[config.mk]
export PLATFORM = sky130hd
export DESIGN_NAME = bin_updown_counter
export DESIGN_NICKNAME = d
export VERILOG_FILES = /design/src/rtl/bin_cnt_pkg.sv /design/src/rtl/bin_step_adder.sv /design/src/rtl/bin_updown_counter.sv
export SDC_FILE = /design/constraint.sdc
export NUM_CORES = 1
export LEC_CHECK = 0
export ABC_CLOCK_PERIOD_IN_PS = 2340
export BUFFER_PORTS_ARGS = -buffer_cell sky130_fd_sc_hd__buf_2
export CORE_UTILIZATION = 43
export CTS_BUF_LIST = sky130_fd_sc_hd__clkbuf_16
export DETAILED_ROUTE_END_ITERATION = 10
export GPL_TIMING_DRIVEN = 0
export PLACE_DENSITY = 0.84
export REMOVE_ABC_BUFFERS = 1
export SYNTH_ARGS = -nofsm -noshare
export SYNTH_HDL_FRONTEND = slang
export SYNTH_SLANG_ARGS = --single-unit
[constraint.sdc]
create_clock -name clk -period 2.34 [get_ports clk]
set_input_delay 0.468 -clock clk [delete_from_list [all_inputs] [get_ports clk]]
set_output_delay 0.468 -clock clk [all_outputs]
set_load 0.005 [all_outputs]
[src/rtl/bin_cnt_pkg.sv]
// Shared constants and helpers for the binary up/down counter.
package bin_cnt_pkg;

    localparam logic DIR_DOWN  = 1'b0;
    localparam logic DIR_UP    = 1'b1;
    localparam logic MODE_WRAP = 1'b0;
    localparam logic MODE_SAT  = 1'b1;

    // All-ones pattern for a given width (valid for widths up to 64).
    function automatic logic [63:0] all_ones(input int unsigned width);
        logic [63:0] mask;
        mask = '0;
        for (int unsigned i = 0; i < 64; i++) begin
            if (i < width) begin
                mask[i] = 1'b1;
            end
        end
        return mask;
    endfunction

endpackage

[src/rtl/bin_step_adder.sv]
// Combinational add/subtract of two unsigned operands with carry/borrow reporting.
module bin_step_adder #(
    parameter int unsigned WIDTH = 4
) (
    input  logic [WIDTH-1:0] a_i,
    input  logic [WIDTH-1:0] b_i,
    input  logic             sub_i,
    output logic [WIDTH-1:0] result_o,
    output logic             evt_o
);

    logic [WIDTH:0] ext;

    // Extra MSB is the carry on add and goes high on borrow (b > a) on subtract.
    always_comb begin
        if (sub_i) begin
            ext = {1'b0, a_i} - {1'b0, b_i};
        end else begin
            ext = {1'b0, a_i} + {1'b0, b_i};
        end
    end

    assign result_o = ext[WIDTH-1:0];
    assign evt_o    = ext[WIDTH];

endmodule

[src/rtl/bin_updown_counter.sv]
// Synchronous up/down counter with step, load, wrap/saturate and carry/borrow flag.
// Define CNT_OVF_STICKY_EN to add the sticky overflow flag (ovf_clr / ovf_sticky).
module bin_updown_counter
    import bin_cnt_pkg::*;
#(
    parameter int unsigned      WIDTH   = 4,
    parameter logic [WIDTH-1:0] RST_VAL = '0
) (
    input  logic             clk,
    input  logic             rst_n,
    input  logic             en,
    input  logic             load,
    input  logic [WIDTH-1:0] load_val,
    input  logic             up_dn,
    input  logic [WIDTH-1:0] step,
    input  logic             sat_mode,
`ifdef CNT_OVF_STICKY_EN
    input  logic             ovf_clr,
    output logic             ovf_sticky,
`endif
    output logic [WIDTH-1:0] count,
    output logic             cout,
    output logic             tc
);

    localparam logic [63:0]      AllOnes64 = all_ones(WIDTH);
    localparam logic [WIDTH-1:0] MaxVal    = AllOnes64[WIDTH-1:0];

    logic [WIDTH-1:0] count_q, count_d;
    logic             cout_q, cout_d;
    logic [WIDTH-1:0] add_res;
    logic             add_evt;
    logic             cnt_evt;

    bin_step_adder #(
        .WIDTH (WIDTH)
    ) u_adder (
        .a_i      (count_q),
        .b_i      (step),
        .sub_i    (up_dn == DIR_DOWN),
        .result_o (add_res),
        .evt_o    (add_evt)
    );

    // An event only counts on an edge that actually performs a count.
    assign cnt_evt = en && !load && add_evt;

    always_comb begin
        count_d = count_q;
        cout_d  = 1'b0;
        if (load) begin
            count_d = load_val;
        end else if (en) begin
            cout_d = add_evt;
            if (add_evt && (sat_mode == MODE_SAT)) begin
                count_d = (up_dn == DIR_UP) ? MaxVal : '0;
            end else begin
                count_d = add_res;
            end
        end
    end

    always_ff @(posedge clk) begin
        if (!rst_n) begin
            count_q <= RST_VAL;
            cout_q  <= 1'b0;
        end else begin
            count_q <= count_d;
            cout_q  <= cout_d;
        end
    end

`ifdef CNT_OVF_STICKY_EN
    logic ovf_q, ovf_d;

    // Set wins over clear when both happen on the same edge.
    always_comb begin
        ovf_d = ovf_q;
        if (cnt_evt) begin
            ovf_d = 1'b1;
        end else if (ovf_clr) begin
            ovf_d = 1'b0;
        end
    end

    always_ff @(posedge clk) begin
        if (!rst_n) begin
            ovf_q <= 1'b0;
        end else begin
            ovf_q <= ovf_d;
        end
    end

    assign ovf_sticky = ovf_q;
`else
    logic unused_evt;
    assign unused_evt = cnt_evt;
`endif

    assign count = count_q;
    assign cout  = cout_q;
    assign tc    = (up_dn == DIR_UP) ? (count_q == MaxVal) : (count_q == '0);

endmodule

Yosys cells after proc, flatten, opt, wreduce, memory -nomap -nowiden
Cells that the tools add are included.
Cells by class
  add/subtract/negate cells: 2
  equal/unequal tests: 1
  mux-type cells: 6
  bitwise logic cells: 2
  reductions and logical operators: 4
Operators by type and width (count)
  4-bit 2-to-1 mux: 4
  4-bit by 4-bit adder with 5-bit output: 1
  5-bit 2-to-1 mux: 1
  4-bit by 4-bit subtractor with 5-bit output: 1
  4-bit equality test, second input constant: 1
  4-bit logical NOT: 1
  3-bit OR reduction: 1
  1-bit NOT: 2
  2-bit nonzero test: 1
  1-bit logical AND: 1
  1-bit 2-to-1 mux: 1
Word-level totals
  bits in registers: 5
  input port bits: 14
  output and inout bits: 6
  logic and storage cells: 17

Depth between registers and ports, before layout
  word-level depth: 6
  mapped depth: 10
  mapped depth without buffers: 10

Cells and area by module
A second synthesis with hierarchy kept.
Second synthesis, totals
  cell total of the unflattened synthesis: 58
  area, all modules: 467.9 sq um
Modules (own cells, without submodules)
  bin_updown_counter: times used 1, cells each 31, area each 261.5 sq um, sequential area each 100.1 sq um
  bin_step_adder: times used 1, cells each 27, area each 206.4 sq um, sequential area each 0.0 sq um

Least setup slack after synthesis
OpenSTA, ideal clock, no wires.
  kind: input to register
  start point: in up_dn
  end point: reg count_q[2], in the netlist count[2]
  setup time: 0.115 ns
  arrival: 2.428 ns
  required time: 2.225 ns
  setup slack: -0.203 ns
  stages: 9
  buffers on the path: 1
  path through: clkbuf_1 mux2_2 inv_1 fa_1 nand2b_2 a21oi_4 mux2i_1 o2111ai_1 and3_1
On the way
  cells in the longest elaborated chain, start to end: 5
  elaborated cells on any way between the ends: 6
  those cells by class: 5 x mux; 1 x reduce/logical
Ends and longest elaborated chain
  start: declaration: line bin_updown_counter.sv:14  | input logic up_dn,
  5-bit 2-to-1 mux: line bin_step_adder.sv:16  | if (sub_i) begin
  1-bit logical AND: line bin_updown_counter.sv:55  | if (add_evt && (sat_mode == MODE_SAT)) begin
  4-bit 2-to-1 mux *: line bin_updown_counter.sv:55
  4-bit 2-to-1 mux *: line bin_updown_counter.sv:53  | end else if (en) begin
  4-bit 2-to-1 mux *: line bin_updown_counter.sv:51  | if (load) begin
  end signal: assignment: line bin_updown_counter.sv:68  | count_q <= count_d;
  end: declaration: line bin_updown_counter.sv:29  | logic [WIDTH-1:0] count_q, count_d;
Mark *: on every way between the ends. The rest lies on a longest branch, timed or not. The select of a mux whose other input is x is not followed.
A chain may end at the register's enable or synchronous reset.

Worst setup path in the final report
  start point: in step[1]
  end point: reg count_q[1], in the netlist count[1]
On the way
  cells in the longest elaborated chain, start to end: 6
  elaborated cells on any way between the ends: 7
  those cells by class: 2 x add/sub; 4 x mux; 1 x reduce/logical
Ends and longest elaborated chain
  start: declaration: line bin_updown_counter.sv:15  | input logic [WIDTH-1:0] step,
  4-bit by 4-bit subtractor with 5-bit output / 4-bit by 4-bit adder with 5-bit output (equally long branches): line bin_step_adder.sv:17, bin_step_adder.sv:19
  5-bit 2-to-1 mux *: line bin_step_adder.sv:16
  1-bit logical AND: line bin_updown_counter.sv:55
  4-bit 2-to-1 mux *: line bin_updown_counter.sv:55
  4-bit 2-to-1 mux *: line bin_updown_counter.sv:53
  4-bit 2-to-1 mux *: line bin_updown_counter.sv:51
Marked as above.

==> reports/metrics.yaml <==
status: "finished, final reports clean"
p_leak_nw: 0.406
rows: 12
yosysWarnings: 0
wl_mm: 1.66
nFillCells: 96
area_growth_pct: 45.2
tightest_slew_ns: 0.375
synth_top_area_cell: "dfxtp_1"
dp_slack_ns: -0.508
power_frac_comb_pct: 36.3
drt_iter0_drc: 2
vias: 643
grt_pass1_wl_mm: 2.48
setup_ws_ns: 0.0310
fin_crit_sh_pct: 98.7
core_area_um2: 1190
synth.top_cells.by_area: "dfxtp_1 (17%), ha_1 (11%), inv_1 (5.1%), nor2_1 (4.5%), xor2_1 (4.5%)"
hold_violations: 0
grt_max_degree: 13
nets: 121
critPathArrivalTime_ns: 2.39
power_switching_share_pct: 28.3
finalMaxSlewViolations: 0
pwr-share-seq_pct: 17.5
synth_cells: 75
ir_worst_vdd_mv: 0.721
fp.dieW_um: 38.9
cts_buffers: 3
vias_per_cell: 5.64
grt_use_total_pct: 24.5
ioPinCount: 20
drive_above_1_share_pct: 37.0
grt_overflow: 0
p_sw_w: 0.000168
clk_latency_ns: 0.22
p_int_w: 0.000426
netlist.area_leader.share_pct: 17.1
clockBufferDepth: 2
cts_tree: "built"
grt_pass1_vias: 584
critPathCaptureType: "register"
yosysSeqAreaShare_pct: 17.1
path_class: "input port to register"
setup_viol: 0
worst_hold_path_type: "input port to register"
wl_per_cell_um: 14.6
gp_congestion: 0.714
portBuffers: 19
avgSynthCellArea_um2: 7.82
start_kind: "input port"
root_buffer: "clkbuf_16"
worstPathRequired_ns: 2.42
layout_commonest_cell: "buf_2"
fmax_ghz: 0.433
ant_nets: 0
h-tree-depth: 1
p_per_area_nw_per_um2: 697
final_cell_mix: "buf_2 (19), inv_1 (8), nor2_1 (7), o21ai_0 (5), dfxtp_1 (5)"
diodes: 0
antenna_found_initial: 0
hpwl_mm: 1.05
synth_cell_types: 34
pwr-share-clk_pct: 46.2
slew_headroom_pct: 74.9
layout_min_cycle_time_ns: 2.31
utilization_pct: 71.8
dieArea_um2: 1520
clock_skew_ns: 0.000933
cts_num_sinks: 5
drcViolationCount: 0
synth_seq_cells: 5
crit_fanout: 6
syn_area_um2: 587
firstDrtPassIters: 2
clkTransAtPathRegs_ns: 0.03
maxCapViolCount: 0
start_util_pct: 49.5
chipHeight_um: 38.9
[layer usage]
| layer | GRT usage (%) | up-vias | share of wire [%] |
|---|---|---|---|
| met3 | 7.51 | 4 | 2.8 |
| met2 | 41.3 | 19 | 50 |
| met4 | 11.2 | 0 | 1.0 |
| li1 | - | 321 | - |
| met5 | 0 | - | 0 |
| met1 | 27.7 | 299 | 47 |
[cell type report]
class / instances / area [um^2] / share of cell area, %
multi-input combinational: 60 / 498 / 58.4
sequential: 5 / 100 / 11.7
clock buffer: 3 / 75.1 / 8.81
inverter: 8 / 32.5 / 3.82
clock inverter: 1 / 3.75 / 0.441
timing repair buffer: 23 / 125 / 14.7
tap: 14 / 17.5 / 2.06
[state kept, by name, summed over array words and instances (netlist names)]
register / cells
count: 4
cout: 1
[cell families (layout without fill, tap and decap cells)]
kind of cell	count (synthesis)	after routing	synth area share, %
AO/OA/AOI/OAI	21	21	26.2
XOR/XNOR	5	5	7.46
adder cells (fa/ha/maj)	6	6	14.1
buffers and inverters	10	35	6.40
flip-flops	5	5	17.1
multiplexers	2	2	3.62
AND/OR/NAND/NOR	26	26	25.2
[power groups by stage]
stage | clock, W | sequential, W | combinational (W)
final | 0.000274 | 0.000104 | 0.000215
after global routing | 0.000288 | 0.000105 | 0.000234
after CTS | 0.000277 | 0.000102 | 0.000189
after detailed placement | 0 | 0.000103 | 0.000167
after global placement | 0 | 0.000103 | 0.000163
after floorplan | 0 | 0.000102 | 0.000119
[final timing paths]
kind,startpoint,to,slack (ns),depth (start not counted)
hold reg to reg,count[2]$_SDFFE_PN0P_,count[2]$_SDFFE_PN0P_,0.76,3
hold / removal,load_val[0],count[0]$_SDFFE_PN0P_,0.49,3
setup reg to reg,count[0]$_SDFFE_PN0P_,count[1]$_SDFFE_PN0P_,0.23,10
setup / recovery,step[1],count[1]$_SDFFE_PN0P_,0.03,12
[critical path, stage by stage]
cell,delay [ns]
buf_2,0.11
nor3_1,0.18
nor2_1,0.08
xor2_1,0.15
ha_1,0.36
nor2_1,0.22
a21oi_4,0.07
buf_4,0.14
buf_4,0.14
a21bo_2,0.22
a2bb2oi_2,0.13
o21ai_0,0.11
[Yosys cell counts]
| cell type | instances |
|---|---|
| dfxtp_1 | 5 |
| nor3b_1 | 1 |
| inv_1 | 8 |
| and3_1 | 2 |
| nor2b_1 | 2 |
| or4_1 | 1 |
| xor2_1 | 3 |
| nor4bb_1 | 2 |
| o22ai_1 | 1 |
| fa_1 | 1 |
| mux2i_1 | 1 |
| a32oi_1 | 1 |
| nand3_1 | 3 |
| nor4b_1 | 1 |
| o2111ai_1 | 1 |
| a21oi_4 | 1 |
| mux2_2 | 1 |
| nand2b_1 | 1 |
| nand4_1 | 1 |
| o2111a_1 | 1 |
| a21bo_2 | 1 |
| nand2b_2 | 1 |
| nand2_1 | 3 |
| xnor2_1 | 2 |
| o21ai_2 | 1 |
| o21ai_0 | 5 |
| a21o_1 | 1 |
| ha_1 | 5 |
| nor2_1 | 7 |
| a21oi_1 | 3 |
| nor3_1 | 1 |
| a2bb2oi_1 | 2 |
| clkbuf_1 | 2 |
| a31oi_1 | 3 |
[through the flow]
stage                     total power, W  std cells  TNS (ns)  hold slack, ns  cell area [um^2]
after floorplan                 0.000221         73    -0.433           0.606               579
after CTS                       0.000568        113         0           0.485               813
after detailed placement        0.000270        106     -1.81           0.707               692
final                           0.000594        114         0           0.488               852
after global placement          0.000265        106     -1.64           0.686               692
after global routing            0.000628        114   -0.0784           0.495               852
[repair_timing]
item / CTS / global route
resized for setup: 4 / 7
setup endpoints to repair: 4 / 4
pin swaps: 2 / 6
hold buffers: 0 / 0
gates cloned: 0 / 0
buffers inserted: 3 / 1
Note: power is estimated with default switching activity, not from simulation.
